[src/rtl/rs_block_packer_if.sv]
// Byte-in / RS-symbol-out bundle between the UART RX path, the block packer and the encoder sink.
interface rs_block_packer_if #(
  parameter int unsigned M       = 8,
  parameter int unsigned FIFO_AW = 9
);
  logic [M-1:0]     in_data;
  logic             in_val;
  logic             source_ena;
  logic             source_val;
  logic             source_sop;
  logic             source_eop;
  logic [M-1:0]     rsin;
  logic [FIFO_AW:0] fifo_level;
  logic             overflow;

  // Packer side
  modport master (
    input  in_data, in_val, source_ena,
    output source_val, source_sop, source_eop, rsin, fifo_level, overflow
  );

  // Feeder / encoder side
  modport slave (
    output in_data, in_val, source_ena,
    input  source_val, source_sop, source_eop, rsin, fifo_level, overflow
  );
endinterface

[src/rtl/rs_block_packer.sv]
// Buffers UART bytes in a FWFT FIFO and cuts them into fixed-length RS message blocks,
// padding short blocks after an idle timeout.
module rs_block_packer #(
  parameter int unsigned M         = 8,
  parameter int unsigned BLOCK_LEN = 247,
  parameter int unsigned FIFO_AW   = 9,
  parameter int unsigned TIMEOUT   = 1024,
  parameter int unsigned PAD_SYM   = 0
) (
  input logic              clk,
  input logic              reset,
  rs_block_packer_if.master pkt_io
);

  localparam int unsigned DEPTH  = 1 << FIFO_AW;
  localparam int unsigned LVL_W  = FIFO_AW + 1;
  localparam int unsigned SYM_W  = $clog2(BLOCK_LEN);
  localparam int unsigned IDLE_W = 16;

  typedef enum logic [1:0] {
    S_IDLE = 2'd0,
    S_DATA = 2'd1,
    S_PAD  = 2'd2
  } state_e;

  state_e             state_q, state_d;
  logic [M-1:0]       mem_q [DEPTH];
  logic [FIFO_AW-1:0] wr_ptr_q, wr_ptr_d;
  logic [FIFO_AW-1:0] rd_ptr_q, rd_ptr_d;
  logic [LVL_W-1:0]   level_q, level_d;
  logic               overflow_q, overflow_d;
  logic [SYM_W-1:0]   sym_cnt_q, sym_cnt_d;
  logic [LVL_W-1:0]   data_left_q, data_left_d;
  logic [IDLE_W-1:0]  idle_cnt_q, idle_cnt_d;

  logic               wr_en_c;
  logic               xfer_c;
  logic               pop_c;
  logic               sym_last_c;
  logic [M-1:0]       rsin_c;

  // A full FIFO drops the byte even when a pop happens in the same cycle
  assign wr_en_c    = pkt_io.in_val && (level_q < LVL_W'(DEPTH));
  assign xfer_c     = (state_q != S_IDLE) && pkt_io.source_ena;
  assign pop_c      = xfer_c && (state_q == S_DATA);
  assign sym_last_c = (sym_cnt_q == SYM_W'(BLOCK_LEN - 1));

  always_comb begin
    wr_ptr_d   = wr_ptr_q + FIFO_AW'(wr_en_c);
    rd_ptr_d   = rd_ptr_q + FIFO_AW'(pop_c);
    level_d    = level_q + LVL_W'(wr_en_c) - LVL_W'(pop_c);
    overflow_d = overflow_q | (pkt_io.in_val & ~wr_en_c);
  end

  // Storage carries no reset; occupancy and pointers define validity
  always_ff @(posedge clk) begin
    if (wr_en_c) begin
      mem_q[wr_ptr_q] <= pkt_io.in_data;
    end
  end

  // Idle timer only runs while a partial block waits in IDLE; saturates at TIMEOUT
  always_comb begin
    idle_cnt_d = idle_cnt_q;
    if ((state_q != S_IDLE) || pkt_io.in_val || (level_q == '0)) begin
      idle_cnt_d = '0;
    end else if (idle_cnt_q < IDLE_W'(TIMEOUT)) begin
      idle_cnt_d = idle_cnt_q + IDLE_W'(1);
    end
  end

  always_comb begin
    state_d     = state_q;
    sym_cnt_d   = sym_cnt_q;
    data_left_d = data_left_q;
    case (state_q)
      S_IDLE: begin
        if (level_q >= LVL_W'(BLOCK_LEN)) begin
          data_left_d = LVL_W'(BLOCK_LEN);
          state_d     = S_DATA;
        end else if ((level_q != '0) && (idle_cnt_q == IDLE_W'(TIMEOUT))) begin
          data_left_d = level_q;
          state_d     = S_DATA;
        end
      end
      S_DATA: begin
        if (xfer_c) begin
          data_left_d = data_left_q - LVL_W'(1);
          sym_cnt_d   = sym_last_c ? '0 : sym_cnt_q + SYM_W'(1);
          if (data_left_q == LVL_W'(1)) begin
            state_d = sym_last_c ? S_IDLE : S_PAD;
          end
        end
      end
      S_PAD: begin
        if (xfer_c) begin
          sym_cnt_d = sym_last_c ? '0 : sym_cnt_q + SYM_W'(1);
          if (sym_last_c) begin
            state_d = S_IDLE;
          end
        end
      end
      default: state_d = S_IDLE;
    endcase
  end

  always_ff @(posedge clk) begin
    if (reset) begin
      state_q     <= S_IDLE;
      wr_ptr_q    <= '0;
      rd_ptr_q    <= '0;
      level_q     <= '0;
      overflow_q  <= 1'b0;
      sym_cnt_q   <= '0;
      data_left_q <= '0;
      idle_cnt_q  <= '0;
    end else begin
      state_q     <= state_d;
      wr_ptr_q    <= wr_ptr_d;
      rd_ptr_q    <= rd_ptr_d;
      level_q     <= level_d;
      overflow_q  <= overflow_d;
      sym_cnt_q   <= sym_cnt_d;
      data_left_q <= data_left_d;
      idle_cnt_q  <= idle_cnt_d;
    end
  end

  // Stream outputs follow source_ena in the same cycle; all zero when nothing transfers
  always_comb begin
    rsin_c = '0;
    if (xfer_c) begin
      rsin_c = (state_q == S_DATA) ? mem_q[rd_ptr_q] : M'(PAD_SYM);
    end
  end

  assign pkt_io.source_val = xfer_c;
  assign pkt_io.source_sop = xfer_c && (sym_cnt_q == '0);
  assign pkt_io.source_eop = xfer_c && sym_last_c;
  assign pkt_io.rsin       = rsin_c;
  assign pkt_io.fifo_level = level_q;
  assign pkt_io.overflow   = overflow_q;

endmodule

[src/flat_wrapper.sv]
// flat-port wrapper written by rule: the top's interface ports become plain ports
module rs_block_packer_flat 
#(
  parameter int unsigned M         = 8,
  parameter int unsigned BLOCK_LEN = 247,
  parameter int unsigned FIFO_AW   = 9,
  parameter int unsigned TIMEOUT   = 1024,
  parameter int unsigned PAD_SYM   = 0
)
  (clk, reset, pkt_io_in_data, pkt_io_in_val, pkt_io_source_ena, pkt_io_source_val, pkt_io_source_sop, pkt_io_source_eop, pkt_io_rsin, pkt_io_fifo_level, pkt_io_overflow);
  rs_block_packer_if #(.M(M), .FIFO_AW(FIFO_AW)) pkt_io_i ();
  input logic clk;
  input logic reset;
  input wire logic [$bits(pkt_io_i.in_data)-1:0] pkt_io_in_data;
  input wire logic [$bits(pkt_io_i.in_val)-1:0] pkt_io_in_val;
  input wire logic [$bits(pkt_io_i.source_ena)-1:0] pkt_io_source_ena;
  output wire logic [$bits(pkt_io_i.source_val)-1:0] pkt_io_source_val;
  output wire logic [$bits(pkt_io_i.source_sop)-1:0] pkt_io_source_sop;
  output wire logic [$bits(pkt_io_i.source_eop)-1:0] pkt_io_source_eop;
  output wire logic [$bits(pkt_io_i.rsin)-1:0] pkt_io_rsin;
  output wire logic [$bits(pkt_io_i.fifo_level)-1:0] pkt_io_fifo_level;
  output wire logic [$bits(pkt_io_i.overflow)-1:0] pkt_io_overflow;
  assign pkt_io_i.in_data = pkt_io_in_data;
  assign pkt_io_i.in_val = pkt_io_in_val;
  assign pkt_io_i.source_ena = pkt_io_source_ena;
  assign pkt_io_source_val = pkt_io_i.source_val;
  assign pkt_io_source_sop = pkt_io_i.source_sop;
  assign pkt_io_source_eop = pkt_io_i.source_eop;
  assign pkt_io_rsin = pkt_io_i.rsin;
  assign pkt_io_fifo_level = pkt_io_i.fifo_level;
  assign pkt_io_overflow = pkt_io_i.overflow;
  rs_block_packer #(.M(M), .BLOCK_LEN(BLOCK_LEN), .FIFO_AW(FIFO_AW), .TIMEOUT(TIMEOUT), .PAD_SYM(PAD_SYM)) u_core (.clk(clk), .reset(reset), .pkt_io(pkt_io_i));
endmodule
[config.mk]
export PLATFORM = sky130hd
export DESIGN_NAME = rs_block_packer_flat
export DESIGN_NICKNAME = d
export VERILOG_FILES = /design/src/rtl/rs_block_packer_if.sv /design/src/rtl/rs_block_packer.sv /design/src/flat_wrapper.sv
export SDC_FILE = /design/constraint.sdc
export NUM_CORES = 2
export LEC_CHECK = 0
export BUFFER_PORTS_ARGS = -buffer_cell sky130_fd_sc_hd__buf_4
export CORE_ASPECT_RATIO = 0.9
export CORE_MARGIN = 2
export CORE_UTILIZATION = 60
export CTS_BUF_LIST = sky130_fd_sc_hd__clkbuf_16
export DETAILED_ROUTE_END_ITERATION = 12
export PLACE_DENSITY_LB_ADDON = 0.1
export REMOVE_ABC_BUFFERS = 1
export SLEW_MARGIN = 40
export SYNTH_ARGS = -nofsm -noshare
export SYNTH_HDL_FRONTEND = slang
export SYNTH_SLANG_ARGS = --single-unit
[constraint.sdc]
create_clock -name clk -period 3.92 [get_ports clk]
set_input_delay 0.392 -clock clk [delete_from_list [all_inputs] [get_ports clk]]
set_output_delay 0.392 -clock clk [all_outputs]
set_load 0.01 [all_outputs]
==> results.yml <==
outcome:
  status: "finished with violations"
  failed_checks: "negative setup slack"
logic_synthesis:
  ys.flop_type: "edfxtp_1"
  synth-edff-count: 4096
  postSynthRegisterBits: 4161
  synth-async-reset-ratio_pct: 0
  synthesis.instances: 7603
  netlist_area_um2: 161500
  yosysSeqAreaShare_pct: 76.95
  synth_area_leaders: "edfxtp_1 (76%), mux4_2 (14%), mux2i_1 (1.5%)"
  synth-warning-count: 0
  synth_cell_types: 70
  syn_avg_cell_area_um2: 21.25
  synth_largest_type_area_fraction_pct: 76.15
  synth.largest_area_cell: "edfxtp_1"
setup_path:
  crit_family: "buffers and inverters"
  timing.rr.end: "u_core.pkt_io.fifo_level[9]"
  required_ns: 3.53
  cp_slowest_cell: "mux4_2"
  timing.critical_path.arrival_ns: 4.46
  crit_chain: "buf_12 -> buf_12 -> buf_16 -> buf_12 -> buf_12 -> buf_6 -> mux4_2 -> mux4_2 -> nand2_2 -> a21oi_4 -> a21oi_4 -> nand4_1 -> o31ai_2 -> buf_4 -> a2111oi_4 -> buf_4"
  crit_buf_inv: 8
  timing.critical_path.slowest_cell_delay_ns: 0.55
  start_kind: "flip-flop"
  timing.reg2reg.worst_path_depth: 16
  worst_path_most_repeated_cell: "buf_12"
  critical_r2r_launch: "u_core.state_q[0]"
  setup.worst_path.class: "reg -> out"
  crit_path_end_kind: "output pin"
  ff2ff_setup_slack_ns: 0.37
  top_fanout_value_on_the_critical_path: 8
finish:
  drive_gt1_share_pct: 34.47
  synthToLayoutAreaGrowth_pct: 18.10
  nNetsFinal: 8862
  stdcell_count: 12692
  fillerInstances: 15730
run:
  maxCapViolCount: 0
floorplanning:
  die-width_um: 550.9
  top_level_ports: 34
  floorplan.rows: 180
  chipHeight_um: 496.2
  floorplan.initialDensity_pct: 60.37
  core_region_area_um2: 267600
  die-area_um2: 273400
power_and_ir_drop:
  power.density_cell_area_nw_per_um2: 494.5
  worst_ir_drop_vdd_mv: 0.4828
  total_leakage_power_nw: 60.75
  power.total_mw: 94.33
global_routing:
  grt_first_pass_wirelength_um: 640000
  initial_antenna_violation_count: 14
  grt_pass1_vias: 84615
  grt.total_usage_pct: 33.43
  use_met1_pct: 49.32
  grtUsageMet3_pct: 7.072
  grt_overflow_total: 0
  global_route.peak_usage_layer: "met2"
  grt_util_met2_pct: 50.48
  largest_net_degree_at_the_start_of_global_routing: 128
timing:
  clock-skew-final_ns: 0.03739
  timing.final.crit_period_ns: 4.850
  max_clock_freq_mhz: 206.2
  timing_max_transition_violations_final: 0
  worst_pin_slew_ns: 0.8963
  layout_worst_path_cycle_share_pct: 123.7
  post_route_setup_tns_ns: -7.001
  layout_setup_ws_ns: -0.9298
  rsz0062_at_grt: "true"
  report.final.setup_viol: 8
  timing.slew.headroom_pct: 40.03
  report.final.hold_viol_count: 0
place:
  preCtsSetupSlack_ns: -0.7146
  io_buffers: 33
  detailed_place_hpwl_um: 286000
  place_congestion: 0.9210
  numPlacedInstances: 11779
routing:
  detail_route.iter0.violations: 13468
  avgViaCountPerCell: 6.829
  vias: 86669
  drc_violations: 0
  wl_per_cell_um: 36.04
  antenna_left: 0
  first_pass_iters: 6
  routed_wl_um: 457400
clock_network:
  clock_pin_slew_on_the_worst_setup_and_hold_paths_ns: 0.07
  worst_skew_pair.late_latency_ns: 0.92
  numClockSinks: 4161
  cts_tree: "built"
  cts.htree.levels: 5
  cts_max_path_buffers: 4
  root_buffer: "clkbuf_16"
  numCtsBuffers: 403
worst_hold_path:
  min-delay-start: "pkt_io_source_ena"
  hold-path-endpoint: "u_core.sym_cnt_q[0]"
  hold_depth: 6
  min-delay-path-class: "in -> reg"
==> final cells by class <==
class	count	area (um2)	area share, %
antenna	5	12.51	0.006559
sequential	4161	124300	65.17
clock buffer	411	10280	5.391
inverter	39	157.7	0.08264
tap	3549	4441	2.328
multi-input combinational	2926	36320	19.04
clock inverter	312	2491	1.306
timing repair buffer	1289	12740	6.676
==> per-stage QoR <==
stage	hold slack [ns]	area [um2]	util (%)
floorplan	0.4153	158900	-
global placement	0.4223	173700	64.91
detailed placement	0.4407	173700	64.93
CTS	0.001788	188600	70.49
global route	0.4057	190800	71.30
finish	0.3960	190800	71.30
==> power breakdown <==
part	total, mW	internal [mW]	switching, mW
clock network	37.9	21.5	16.4
registers	49.1	49.0	0.137
logic	7.33	3.44	3.88
total	94.3	73.9	20.4
==> sequential cells by signal, indices dropped and copies added (netlist names) <==
name	cells
u_core.mem_q	4096
u_core.state_q	2
u_core.pkt_io.overflow	1
u_core.data_left_q	10
u_core.rd_ptr_q	9
u_core.idle_cnt_q	16
u_core.sym_cnt_q	8
u_core.pkt_io.fifo_level	10
u_core.wr_ptr_q	9
==> cells by family after synthesis <==
| kind of cell | synth area share, % |
|---|---|
| flops | 76.95 |
| mux | 15.46 |
| fa+ha+maj | 0.2370 |
| simple gates | 2.411 |
| compound gates | 3.022 |
| buf+inv | 1.720 |
| xor+xnor | 0.1952 |
==> Yosys cell counts, drive strengths merged (13+ instances only) <==
cell type	n
dfxtp	65
ha	29
o221ai	36
a22o	55
inv	39
nand4	13
clkbuf	228
edfxtp	4096
o21ai	69
a2111oi	15
a22oi	139
mux2i	234
xor2	21
buf	249
nor3	32
a31oi	13
a21oi	110
o22ai	62
a221oi	75
xnor2	15
a211oi	51
nor2b	20
nor2	614
mux4	1002
nand3	30
nand2	156
==> worst max-delay path by stage <==
stage / endpoint / startpoint / slack (ns) / depth (start not counted)
after floorplan: pkt_io_rsin[7] / u_core.rd_ptr_q[0] / -43.90 / 7
after global placement: pkt_io_rsin[6] / u_core.rd_ptr_q[0] / -0.96 / 16
after detailed placement: pkt_io_rsin[0] / u_core.rd_ptr_q[0] / -0.71 / 13
after CTS: pkt_io_rsin[1] / u_core.rd_ptr_q[0] / -1.04 / 15
after global routing: pkt_io_rsin[0] / u_core.rd_ptr_q[0] / -0.94 / 14
final: pkt_io_rsin[2] / u_core.rd_ptr_q[0] / -0.93 / 16
==> cell usage in the layout, fill, tap and decap left out, types with 57 or more instances in the layout <==
cell type / Yosys / routed
nand2_1: 156 / 130
inv_1: 39 / 120
nor2_1: 614 / 538
mux4_2: 1002 / 1002
a22oi_1: 139 / 121
mux2i_1: 234 / 224
clkbuf_16: 0 / 419
clkinv_1: 0 / 95
a21oi_1: 110 / 94
edfxtp_1: 4096 / 4096
nor2_2: 0 / 71
buf_6: 52 / 61
clkinv_2: 0 / 57
buf_12: 2 / 154
buf_4: 61 / 1004
==> per-layer routing <==
layer	up-vias	part of all wire, %
li1	34255	-
met1	45706	38
met2	5829	46
met3	875	11
met4	4	4.2
met5	-	0.0050
==> worst reg2reg max path: cells and delay by family, from the launching register on <==
family                     cells  cell delay [ns]
AOI/OAI and AO/OA              6             1.52
xor gates and xnor gates       1             0.14
adders and majority gates      3             0.71
buffers and inverters          3             0.28
DFF                            1             0.37
and+or+nand+nor                3             0.39
==> timing repair <==
item                                   in CTS  in global routing
cloned                                     11                  8
endpoints found under the hold margin     142                170
buffers inserted                           53                115
hold buffers                                6                  5
pin swaps                                  51                 72
resized for setup                         254                189
setup endpoints to repair                   8                 10
(Power assumes the default switching activity.)
